--- config.mk ---
export PLATFORM = sky130hd
export DESIGN_NAME = div_unit
export DESIGN_NICKNAME = d
export VERILOG_FILES = /design/src/rtl/div_unit_pkg.sv /design/src/rtl/div_abs_neg.sv /design/src/rtl/div_unit.sv
export SDC_FILE = /design/constraint.sdc
export NUM_CORES = 1
export LEC_CHECK = 0
export CORE_MARGIN = 3
export CORE_UTILIZATION = 35
export CTS_BUF_LIST = sky130_fd_sc_hd__clkbuf_16
export DETAILED_ROUTE_END_ITERATION = 8
export GPL_TIMING_DRIVEN = 0
export PLACE_DENSITY = 0.57
export SLEW_MARGIN = 10
export SYNTH_ARGS = -nofsm -noshare
export SYNTH_HDL_FRONTEND = slang
export SYNTH_SLANG_ARGS = --single-unit
--- constraint.sdc ---
create_clock -name clk -period 5.6 [get_ports clk]
set_input_delay 1.12 -clock clk [delete_from_list [all_inputs] [get_ports clk]]
set_output_delay 1.12 -clock clk [all_outputs]
set_load 0.03 [all_outputs]
--- src/rtl/div_unit_pkg.sv ---
// Shared encodings and widths for the multi-cycle divider.
package div_unit_pkg;

  localparam int unsigned RegBusW       = 32;
  localparam int unsigned DoubleRegBusW = 64;
  localparam int unsigned DivCntW       = 6;

  typedef enum logic [1:0] {
    DivFree   = 2'b00,
    DivByZero = 2'b01,
    DivOn     = 2'b10,
    DivEnd    = 2'b11
  } div_state_e;

  localparam logic DivResultReady    = 1'b1;
  localparam logic DivResultNotReady = 1'b0;
  localparam logic DivStart          = 1'b1;
  localparam logic DivStop           = 1'b0;

endpackage

--- src/rtl/div_abs_neg.sv ---
// Conditional two's-complement negate, used for operand abs and result sign fixup.
//   neg_i  : 1 = output -data_i, 0 = pass data_i through
//   data_i : input word
//   data_c : combinational result
module div_abs_neg
  import div_unit_pkg::*;
#(
  parameter int unsigned WIDTH = RegBusW
) (
  input  logic             neg_i,
  input  logic [WIDTH-1:0] data_i,
  output logic [WIDTH-1:0] data_c
);

  assign data_c = neg_i ? (~data_i + WIDTH'(1)) : data_i;

endmodule

--- src/rtl/div_unit.sv ---
// Multi-cycle restoring divider for DIV/DIVU beside the EX stage.
//   clk, rst     : clock, synchronous active-high reset
//   signed_div_i : 1 = DIV, 0 = DIVU
//   opdata1_i/2_i: dividend / divisor, captured only when leaving FREE
//   start_i      : request, held by EX until ready_o
//   annul_i      : abort (EX flush); ignored once the result is ready
//   result_o     : {remainder, quotient}, zero whenever ready_o is low
//   ready_o      : result valid
//   stallreq_o   : combinational stall request to the pipeline
module div_unit
  import div_unit_pkg::*;
#(
  parameter int unsigned WIDTH = RegBusW,
  parameter int unsigned CNT_W = DivCntW
) (
  input  logic                 clk,
  input  logic                 rst,
  input  logic                 signed_div_i,
  input  logic [WIDTH-1:0]     opdata1_i,
  input  logic [WIDTH-1:0]     opdata2_i,
  input  logic                 start_i,
  input  logic                 annul_i,
  output logic [2*WIDTH-1:0]   result_o,
  output logic                 ready_o,
  output logic                 stallreq_o
);

  localparam int unsigned ResW = 2 * WIDTH;

  div_state_e       state_q, state_d;
  logic [CNT_W-1:0] cnt_q, cnt_d;
  logic [WIDTH-1:0] rem_q, rem_d;
  logic [WIDTH-1:0] quo_q, quo_d;
  logic [WIDTH-1:0] dvs_q, dvs_d;
  logic             sign_a_q, sign_a_d;
  logic             sign_b_q, sign_b_d;
  logic [ResW-1:0]  result_q, result_d;
  logic             ready_q, ready_d;

  logic [WIDTH-1:0] abs_a, abs_b, quo_fix, rem_fix;
  logic [WIDTH:0]   shifted, trial;

  // Magnitudes of the incoming operands (only differ from raw in signed mode).
  div_abs_neg #(.WIDTH(WIDTH)) u_abs_a (
    .neg_i (signed_div_i & opdata1_i[WIDTH-1]),
    .data_i(opdata1_i),
    .data_c(abs_a)
  );

  div_abs_neg #(.WIDTH(WIDTH)) u_abs_b (
    .neg_i (signed_div_i & opdata2_i[WIDTH-1]),
    .data_i(opdata2_i),
    .data_c(abs_b)
  );

  // Sign fixup: quotient follows sign(a)^sign(b), remainder follows sign(a).
  div_abs_neg #(.WIDTH(WIDTH)) u_fix_quo (
    .neg_i (sign_a_q ^ sign_b_q),
    .data_i(quo_q),
    .data_c(quo_fix)
  );

  div_abs_neg #(.WIDTH(WIDTH)) u_fix_rem (
    .neg_i (sign_a_q),
    .data_i(rem_q),
    .data_c(rem_fix)
  );

  // One restoring step: shift the next dividend bit into the remainder and trial-subtract.
  // The shifted value can reach WIDTH+1 bits when the divisor has its MSB set.
  assign shifted = {rem_q, quo_q[WIDTH-1]};
  assign trial   = shifted - {1'b0, dvs_q};

  // Next-state and datapath.
  always_comb begin
    state_d  = state_q;
    cnt_d    = cnt_q;
    rem_d    = rem_q;
    quo_d    = quo_q;
    dvs_d    = dvs_q;
    sign_a_d = sign_a_q;
    sign_b_d = sign_b_q;
    result_d = result_q;
    ready_d  = ready_q;

    unique case (state_q)
      DivFree: begin
        ready_d  = DivResultNotReady;
        result_d = '0;
        if (start_i == DivStart && !annul_i) begin
          if (opdata2_i == '0) begin
            state_d = DivByZero;
          end else begin
            state_d  = DivOn;
            cnt_d    = '0;
            rem_d    = '0;
            quo_d    = abs_a;
            dvs_d    = abs_b;
            sign_a_d = signed_div_i & opdata1_i[WIDTH-1];
            sign_b_d = signed_div_i & opdata2_i[WIDTH-1];
          end
        end
      end

      DivByZero: begin
        if (annul_i) begin
          state_d = DivFree;
        end else begin
          state_d  = DivEnd;
          result_d = '0;
          ready_d  = DivResultReady;
        end
      end

      DivOn: begin
        if (annul_i) begin
          state_d  = DivFree;
          ready_d  = DivResultNotReady;
          result_d = '0;
        end else if (cnt_q != CNT_W'(WIDTH)) begin
          if (!trial[WIDTH]) begin
            rem_d = trial[WIDTH-1:0];
            quo_d = {quo_q[WIDTH-2:0], 1'b1};
          end else begin
            rem_d = shifted[WIDTH-1:0];
            quo_d = {quo_q[WIDTH-2:0], 1'b0};
          end
          cnt_d = cnt_q + CNT_W'(1);
        end else begin
          state_d  = DivEnd;
          result_d = {rem_fix, quo_fix};
          ready_d  = DivResultReady;
        end
      end

      DivEnd: begin
        if (start_i == DivStop) begin
          state_d  = DivFree;
          ready_d  = DivResultNotReady;
          result_d = '0;
        end
      end

      default: state_d = DivFree;
    endcase
  end

  // State and output registers.
  always_ff @(posedge clk) begin
    if (rst) begin
      state_q  <= DivFree;
      cnt_q    <= '0;
      rem_q    <= '0;
      quo_q    <= '0;
      dvs_q    <= '0;
      sign_a_q <= 1'b0;
      sign_b_q <= 1'b0;
      result_q <= '0;
      ready_q  <= DivResultNotReady;
    end else begin
      state_q  <= state_d;
      cnt_q    <= cnt_d;
      rem_q    <= rem_d;
      quo_q    <= quo_d;
      dvs_q    <= dvs_d;
      sign_a_q <= sign_a_d;
      sign_b_q <= sign_b_d;
      result_q <= result_d;
      ready_q  <= ready_d;
    end
  end

  assign result_o   = result_q;
  assign ready_o    = ready_q;
  // Drops as soon as the result is visible so EX can advance that same cycle.
  assign stallreq_o = start_i & ~ready_q & ~annul_i;

endmodule

# After elaboration in Yosys (flattened, before gate mapping)
# Cells that the tools add are included.
dict set report op_classes {
  n_eq_ne 11
  add_sub_neg 6
  shifts 0
  reduce_logical 9
  multipliers 0
  mux 38
  magnitude_cmp 0
  div 0
  n_bitwise 12
}
# operator n
set ops {}
lappend ops {{$mux 32} 13}
lappend ops {{$mux 64} 4}
lappend ops {{$pmux 64 s4} 1}
lappend ops {{$add 32x1->32 const B} 4}
lappend ops {{$not 32->32} 4}
lappend ops {{$pmux 32 s2} 2}
lappend ops {{$sub 33x32->33} 1}
lappend ops {{$logic_not 32->1} 1}
lappend ops {{$mux 6} 4}
lappend ops {{$mux 2} 6}
lappend ops {{$ne 2x2->1 const B} 6}
lappend ops {{$pmux 6 s2} 1}
lappend ops {{$reduce_and 3->1} 3}
lappend ops {{$pmux 2 s4} 1}
lappend ops {{$add 6x1->6 const B} 1}
lappend ops {{$ne 6x6->1 const B} 1}
lappend ops {{$mux 1} 5}
lappend ops {{$reduce_and 5->1} 1}
lappend ops {{$and 1x1->1} 4}
lappend ops {{$eq 2x2->1 const B} 2}
lappend ops {{$pmux 1 s4} 1}
lappend ops {{$ne 3x3->1 const B} 1}
lappend ops {{$not 1->1} 3}
lappend ops {{$eq 2x1->1 const B} 1}
lappend ops {{other kinds (5)} 5}
dict set report word_totals {
  ramBits 0
  out_inout_bits 66
  rom_bits 0
  ff_bits 171
  latch_bits 0
  wordCells 85
  memories 0
  inputBits 69
}

# Longest topological paths before layout
# Gate-level depths: netlist of the first run.
dict set report logic_depth {
  ltp_word 6
  depth_mapped 13
  mapped_depth_nobuf 12
}

# By module
# From an unflattened synthesis of the first run, not the netlist that was laid out.
dict set report unflattened {
  hier_cells 1511
  area_unflattened_um2 12084.1
}
# module area_per_inst_um2 cells_each instances seq_area_each_um2
set modules_own_cells {}
lappend modules_own_cells {div_unit 8976.1 1115 1 3423.3}
lappend modules_own_cells {div_abs_neg 777.0 99 4 0.0}

# Worst setup path after synthesis of the first run
# No wires, ideal clock.
dict set report synth_path {
  path_type {input-to-reg}
  from {in opdata1_i[8]}
  to {reg quo_q[30]}
  n_path_buf 0
  arrival_ns 3.416
  required_ns 5.468
  setup_time_ns 0.132
  slack_ns 2.052
  cell_stages 9
  cell_sequence {or4_1 or4_1 nor3_1 nand3_1 o41ai_1 xor2_1 o21ai_0 nand2_1 a21oi_1}
}
dict set report synth_between {
  elab_chain_cells 6
}
# element line
set synth_lines {}
lappend synth_lines {{start: declaration} div_unit.sv:19} ;# input logic [WIDTH-1:0] opdata1_i,
lappend synth_lines {{$not 32->32} div_abs_neg.sv:15} ;# assign data_c = neg_i ? (~data_i + WIDTH'(1)) : data_i;
lappend synth_lines {{$add 32x1->32} div_abs_neg.sv:15}
lappend synth_lines {{$mux 32} div_abs_neg.sv:15}
lappend synth_lines {{$mux 32} div_unit.sv:91} ;# if (opdata2_i == '0) begin
lappend synth_lines {{$mux 32} div_unit.sv:90} ;# if (start_i == DivStart && !annul_i) begin
lappend synth_lines {{$pmux 32 s2} div_unit.sv:86} ;# unique case (state_q)
lappend synth_lines {{end signal: assignment} div_unit.sv:164} ;# quo_q <= quo_d;
lappend synth_lines {{end: declaration} div_unit.sv:33} ;# logic [WIDTH-1:0] quo_q, quo_d;
# No other way between the ends. The select of a mux whose other input is x is not followed.
# A chain may end at the register's enable or synchronous reset.

# Worst setup path after layout of the first run
dict set report layout_path {
  from {in opdata2_i[12]}
  to {reg rem_q[27]}
}
dict set report layout_between {
  elab_chain_cells 3
}
# element line
set layout_lines {}
lappend layout_lines {{start: declaration} div_unit.sv:20} ;# input logic [WIDTH-1:0] opdata2_i,
lappend layout_lines {{$logic_not 32->1} div_unit.sv:91}
lappend layout_lines {{$ne 2x2->1 (no line)} n/a}
lappend layout_lines {{$reduce_and 5->1 (no line)} n/a}
lappend layout_lines {{end signal: assignment} div_unit.sv:163} ;# rem_q <= rem_d;
lappend layout_lines {{end: declaration} div_unit.sv:32} ;# logic [WIDTH-1:0] rem_q, rem_d;
# No other way between the ends.

==> impl_metrics.ini, run 1 <==
[global_route]
grt_max_degree = 17
grtUsageTotal_pct = 19.15
antenna_found_initial = 0
grt_pass1_vias = 9403
grt-ovfl-total = 0
grt_pass1_wl_um = 51430

[pwr]
clockPowerShare_pct = 24.2
p_per_area_nw_per_um2 = 349.3
seqPwrFrac_pct = 33.8
power_leakage_uw = 0.004907
power.internal_uw = 2630
combPwrFrac_pct = 41.9
p_sw_uw = 1935
peakVddDrop_mv = 0.2196
power.share.switching_pct = 42.39

[clocking]
cts_made_buffers = 17
cts_max_level = 4
cts_tree = done
cts_resized = 0
clock_latency_ns = 0.43
clkTransAtPathRegs_ns = 0.07
ctsRootBufferMaster = clkbuf_16
cts_setup_buffers = 0
clock-sinks = 171
cts_buffer_depth = 2
cts_hold_buf = 0

[synth]
synth_top_area_share_pct = 31.99
async_reset_ff_share_pct = 0
ys_warn_count = 0
syn_area_um2 = 10700
synthFlopType = dfxtp_1
ys_seq_area_share_pct = 31.99
synth_nets = 1518
synth_area_leaders = dfxtp_1 (32%), xor2_1 (6.5%), nand2_1 (6.3%), nor2_1 (6.0%), xnor2_1 (5.9%)
synth_edf_count = 0
syn_area_per_cell_um2 = 7.618
yosysTopAreaCell = dfxtp_1
synth_cells = 1405
synth.distinct_cells = 67
synth-seq-cells = 171

[setup_path]
cp_num_buf_inv = 3
path_cells = clkdlybuf4s50_1, or4_1, nor3_1, and4_1, clkbuf_1, a21o_1, a22oi_1, nor2_1, clkbuf_1, a22oi_1, o21ai_0
worst-setup-path-type = in2reg
cp_data_arrival_time_ns = 5.04
startpoint_type = input pin
worst_setup_path_end_kind = flip-flop
critical-path-max-stage-delay_ns = 0.76
path_delay_family = simple AND/OR/NAND/NOR gates
slowest_stage = nor2_1
critPathMaxFanout = 10
cp.required_ns = 5.96

[timing]
slew-limit-headroom_pct = 34.66
drv_slew = 0
setup_slack_ns = 0.9189
hold_viol = 0
setup_viol = 0
max_freq_mhz = 213.6
rsz0062_at_grt = false
worst_pin_slew_ns = 0.9765
fin_crit_sh_pct = 83.59
final.setup_skew_ns = 0.009165
setup_tns_ns = 0
layout_min_cycle_time_ns = 4.681

[cells_and_area]
diodes = 0
final_util_pct = 43.75
seqCellArea_um2 = 3423
drive_above_1_share_pct = 3.565
fillers = 3051
syn_to_final_growth_pct = 22.13
nets = 1671
stdcell_area_um2 = 13070
stdcell_count = 1961
multi_input_area_um2 = 6748

[floorplan]
dieArea_um2 = 32710
core_um2 = 29870
start_util_pct = 35.83
die_h_um = 180.9
std_cell_rows = 63
pin_count = 135
die_w_um = 180.9

[detailed_routing]
vias = 10240
drt_wl_total_um = 32300
firstDrtPassIters = 5
avgRoutedWirePerCell_um = 16.47
drc = 0
ant_nets = 0
drt_iter0_drc = 659
avgViaCountPerCell = 5.220

[placement]
pre_cts_slack_ns = 0.4410
place.port_buffers = 134
dp_cells = 1929
hpwl_um = 25770
postPlaceCellArea_um2 = 12530
finalWeightedCongestion = 0.8621

[run_status]
outcome = completed

[hold_path]
hold_path.class = reg2reg

[job]
max_cap_violations = 0
layout make-up:
cell class                      instances  share of cell area, %
Multi-Input combinational cell       1100                  51.62
Timing Repair Buffer                  134                  10.26
Sequential cell                       171                  26.19
Clock buffer                           17                  3.255
Tap cell                              390                  3.733
Buffer                                 79                  2.489
Clock inverter                         15                 0.8711
Inverter                               55                  1.579
logic make-up (layout without fill, tap and decap cells):
family                   count (synthesis)  in the layout  synth area share [%]
AO/OA/AOI/OAI                          420            420                 24.55
XOR/XNOR                               152            152                 12.44
adder cells (fa/ha/maj)                 44             44                 5.214
buffers and inverters                  134            300                 4.968
flip-flops                             171            171                 31.99
multiplexers                             9              9                0.8417
AND/OR/NAND/NOR                        475            475                 20.00
metal layers:
metal	up-vias	GRT usage [%]	part of all wire, %
met3	19	2.255	4.2
met4	0	4.237	1.0
li1	5260	-	-
met2	228	28.06	42
met5	-	0	0
met1	4730	29.81	53
power by group through the flow:
stage | logic (uW) | registers [uW] | clock network [uW]
final | 1910 | 1540 | 1110
after floorplan | 1390 | 1500 | 0
after CTS | 1910 | 1540 | 1120
after detailed placement | 1900 | 1570 | 0
after global placement | 1880 | 1560 | 0
after global routing | 2160 | 1560 | 1170
worst paths after layout:
check                           depth (start not counted)          start            to  slack [ns]
worst max-delay path                                   11  opdata2_i[12]     rem_q[27]        0.92
worst min-delay path                                    2   result_o[63]  result_o[63]        0.45
worst max register to register                         11       rem_q[0]     rem_q[17]        1.24
worst min register to register                          2   result_o[63]  result_o[63]        0.45
cells in the mapped netlist, types with 3 or more instances:
cell,instances
nand2_1,179
nor2_1,172
dfxtp_1,171
o21ai_0,119
a21oi_1,109
xor2_1,80
xnor2_1,72
clkbuf_1,71
inv_1,55
a22oi_1,52
ha_1,43
a211oi_1,30
o31ai_1,28
nor3_1,19
nand3_1,14
a31oi_1,13
o41ai_1,13
a21o_1,12
or4_1,12
mux2i_1,9
nand2b_1,9
nand4_1,9
nor4_1,9
nor2b_1,8
and2_1,7
or2_2,6
o21a_1,5
o21ai_1,5
buf_1,4
or3_1,4
or3_4,4
or4_4,4
a2111oi_0,3
a211o_1,3
a221o_1,3
a221oi_1,3
and3_1,3
o211ai_1,3
o21bai_1,3
flip-flops by register name (all words and copies together), names as in the netlist:
name / count
dvs_q: 32
quo_q: 32
sign_a_q: 1
result_o: 64
ready_o: 1
state_q: 2
cnt_q: 6
sign_b_q: 1
rem_q: 32
worst min-delay path, delay by kind of cell (launching register included):
kind,cells,cell delay (ns)
flip-flops,1,0.31
AND/OR/NAND/NOR,1,0.05
AO/OA/AOI/OAI,1,0.05
placed cells by master (no fill, tap or decap), types with 12 or more instances in the layout:
cell / count
a31oi_1: 13
xor2_1: 80
clkbuf_1: 71
dfxtp_1: 171
o21ai_0: 119
clkbuf_16: 17
nand2_1: 179
nand3_1: 14
nor3_1: 19
inv_1: 55
o31ai_1: 28
o41ai_1: 13
ha_1: 43
clkdlybuf4s50_1: 134
a21o_1: 12
or4_1: 12
a22oi_1: 52
a211oi_1: 30
xnor2_1: 72
nor2_1: 172
a21oi_1: 109
through the flow:
stage / power, uW / hold WS, ns
6_report: 4565 / 0.4495
5_1_grt: 4886 / 0.4851
4_1_cts: 4564 / 0.4531
3_5_place_dp: 3464 / 0.4439
3_3_place_gp: 3437 / 0.4384
2_1_floorplan: 2889 / 0.4319
Note: power is estimated with default switching activity, not from simulation.
==> run 2: changes to the inputs <==
PLACE_DENSITY = 0.59   (was 0.57)
clock period = 3.9 ns   (was 5.6 ns; I/O delays follow)
==> run 2 against run 1 <==
  * Setup slack got worse by 0.71 ns
  * First-iteration DRC count is 14% higher
  * Design area grew 1.2%
  * Flip-flop and latch count stayed put
  * Clock-buffer cell count is the same
  * Combinational power is 45% higher
  * Sequential share of layout area shrank 0.32 points
  * Wire length up 0.17%
  * Power up 50%
  * Critical path depth rose by 1
  * Clock skew grew 0.0045 ns
  * Die area unchanged
==> impl_metrics.ini, run 2 (synthesized netlist as in run 1, its figures left out) <==
[run_status]
outcome = completed

[setup_path]
slowest_stage = dfxtp_1
ff2ff_setup_slack_ns = 0.21
critPathMaxFanout = 10
worst-setup-path-type = reg2reg
crit_path_frequent_cell = a21oi_1
path_delay_family = compound AO/OA/AOI/OAI gates
path_cells = inv_1, fa_1, nand2b_1, a21oi_1, o22ai_1, o31ai_2, a21oi_1, o221ai_4, or2_2, clkbuf_1, nor2_1, a221o_1
startpoint_type = flip-flop
cp.required_ns = 4.21
worst_setup_path_end_kind = flip-flop
critical-path-max-stage-delay_ns = 0.51
cp_data_arrival_time_ns = 4.01
cp_num_buf_inv = 2

[placement]
pre_cts_slack_ns = -0.8453
finalWeightedCongestion = 0.9307
hpwl_um = 25890
place.port_buffers = 134

[cells_and_area]
syn_to_final_growth_pct = 23.65
final_common_cell = nand2_1
fillers = 3001
drive_above_1_share_pct = 4.647
final_cell_mix = nand2_1 (179), nor2_1 (171), dfxtp_1 (171)
largest_register_ffs = 64
diodes = 0
nets = 1671
final_util_pct = 44.30

[floorplan]
start_util_pct = 35.83
std_cell_rows = 63
pin_count = 135
die_h_um = 180.9
die_w_um = 180.9
dieArea_um2 = 32710
core_um2 = 29870

[job]
max_cap_violations = 0

[timing]
max_freq_mhz = 270.6
layout_min_cycle_time_ns = 3.695
setup_tns_ns = 0
worst_pin_slew_ns = 0.9340
setup_viol = 0
slew-limit-headroom_pct = 37.51
final.setup_skew_ns = 0.01366
hold_viol = 0
fin_crit_sh_pct = 94.74
drv_slew = 0
setup_slack_ns = 0.2050
rsz0062_at_grt = false

[detailed_routing]
avgViaCountPerCell = 5.234
ant_nets = 0
top_layer = met4
vias = 10260
wl_met1_um = 17190
avgRoutedWirePerCell_um = 16.50
drc = 0
met3_length_um = 1364
firstDrtPassIters = 5
met2_length_um = 13530
drt_wl_total_um = 32360
drt_iter0_drc = 751

[clocking]
clkTransAtPathRegs_ns = 0.07
clock_latency_ns = 0.43
cts_tree = done
cts_setup_buffers = 0
ctsRootBufferMaster = clkbuf_16
cts_buffer_depth = 2
cts_max_level = 4
cts_made_buffers = 17
clock-sinks = 171

[pwr]
power.internal_uw = 4056
seqPwrFrac_pct = 32.5
finalPower_uw = 6835
combPwrFrac_pct = 40.6
clockPowerShare_pct = 26.9
p_sw_uw = 2779
power_leakage_uw = 0.004996
peakVddDrop_mv = 0.3855
power.share.switching_pct = 40.66
p_per_area_nw_per_um2 = 516.5

[global_route]
grt-ovfl-total = 0
grtUsageTotal_pct = 19.09
grt_max_degree = 17
antenna_found_initial = 0
grt_pass1_vias = 9484
grt_pass1_wl_um = 51560

[hold_path]
hold_path.class = reg2reg
## run 2: cell count changes in the layout (fill, tap and decap cells not counted), moves of 2 or more
cell | previous run | this run
clkinvlp_4 | 4 | 2
bufinv_16 | 0 | 4
clkinv_2 | 2 | 0
clkbuf_2 | 0 | 8
nor3_1 | 19 | 15
clkbuf_1 | 71 | 65
buf_1 | 4 | 2
nor3_2 | 0 | 4
## run 2: final timing paths
check / depth (start not counted) / from / end
worst max-delay path: 12 / rem_q[0] / rem_q[25]
worst min-delay path: 2 / result_o[60] / result_o[60]
worst max register to register: 12 / rem_q[0] / rem_q[25]
worst min register to register: 2 / result_o[60] / result_o[60]
## run 2: tightest hold or removal path, delay by kind of cell (launching register included)
kind,cells,cell delay (ns)
AOI/OAI and AO/OA,1,0.05
DFF,1,0.31
and+or+nand+nor,1,0.05
## run 2: power by group through the flow
| stage | combinational (uW) | clock, uW | sequential, uW |
|---|---|---|---|
| 5_1_grt | 3090 | 1940 | 2250 |
| 3_3_place_gp | 2690 | 0 | 2240 |
| 4_1_cts | 2740 | 1870 | 2210 |
| 6_report | 2770 | 1840 | 2220 |
| 3_5_place_dp | 2720 | 0 | 2250 |
| 2_1_floorplan | 2000 | 0 | 2150 |
## run 2: area by class of cell
class	count	area (um2)	share of cell area, %
clock buffer	17	425.4	3.215
sequential	171	3423	25.87
tap	390	488.0	3.687
buffer	79	335.3	2.534
multi-input combinational	1100	6805	51.42
timing repair buffer	134	1341	10.14
inverter	55	206.4	1.560
clock inverter	15	209.0	1.579
## run 2: timing repair
item / in CTS / in global routing
hold buffers: 0 / 0
setup endpoints to repair: 36 / 96
resized for setup: 4 / 20
endpoints found under the hold margin: 0 / 0
## run 2: through the flow
step           cell area (um2)  hold WS, ns  instances
6_report                 13230       0.4532       1961
5_1_grt                  13230       0.4710       1961
4_1_cts                  13180       0.4578       1961
3_5_place_dp             12530       0.4441       1929
3_3_place_gp             12530       0.4362       1929
2_1_floorplan            10700       0.4319       1405
## run 2: per-layer routing
layer,up-vias,track usage [%]
met1,4740,29.76
li1,5257,-
met2,250,28.23
met3,16,2.376
met4,0,3.439
met5,-,0
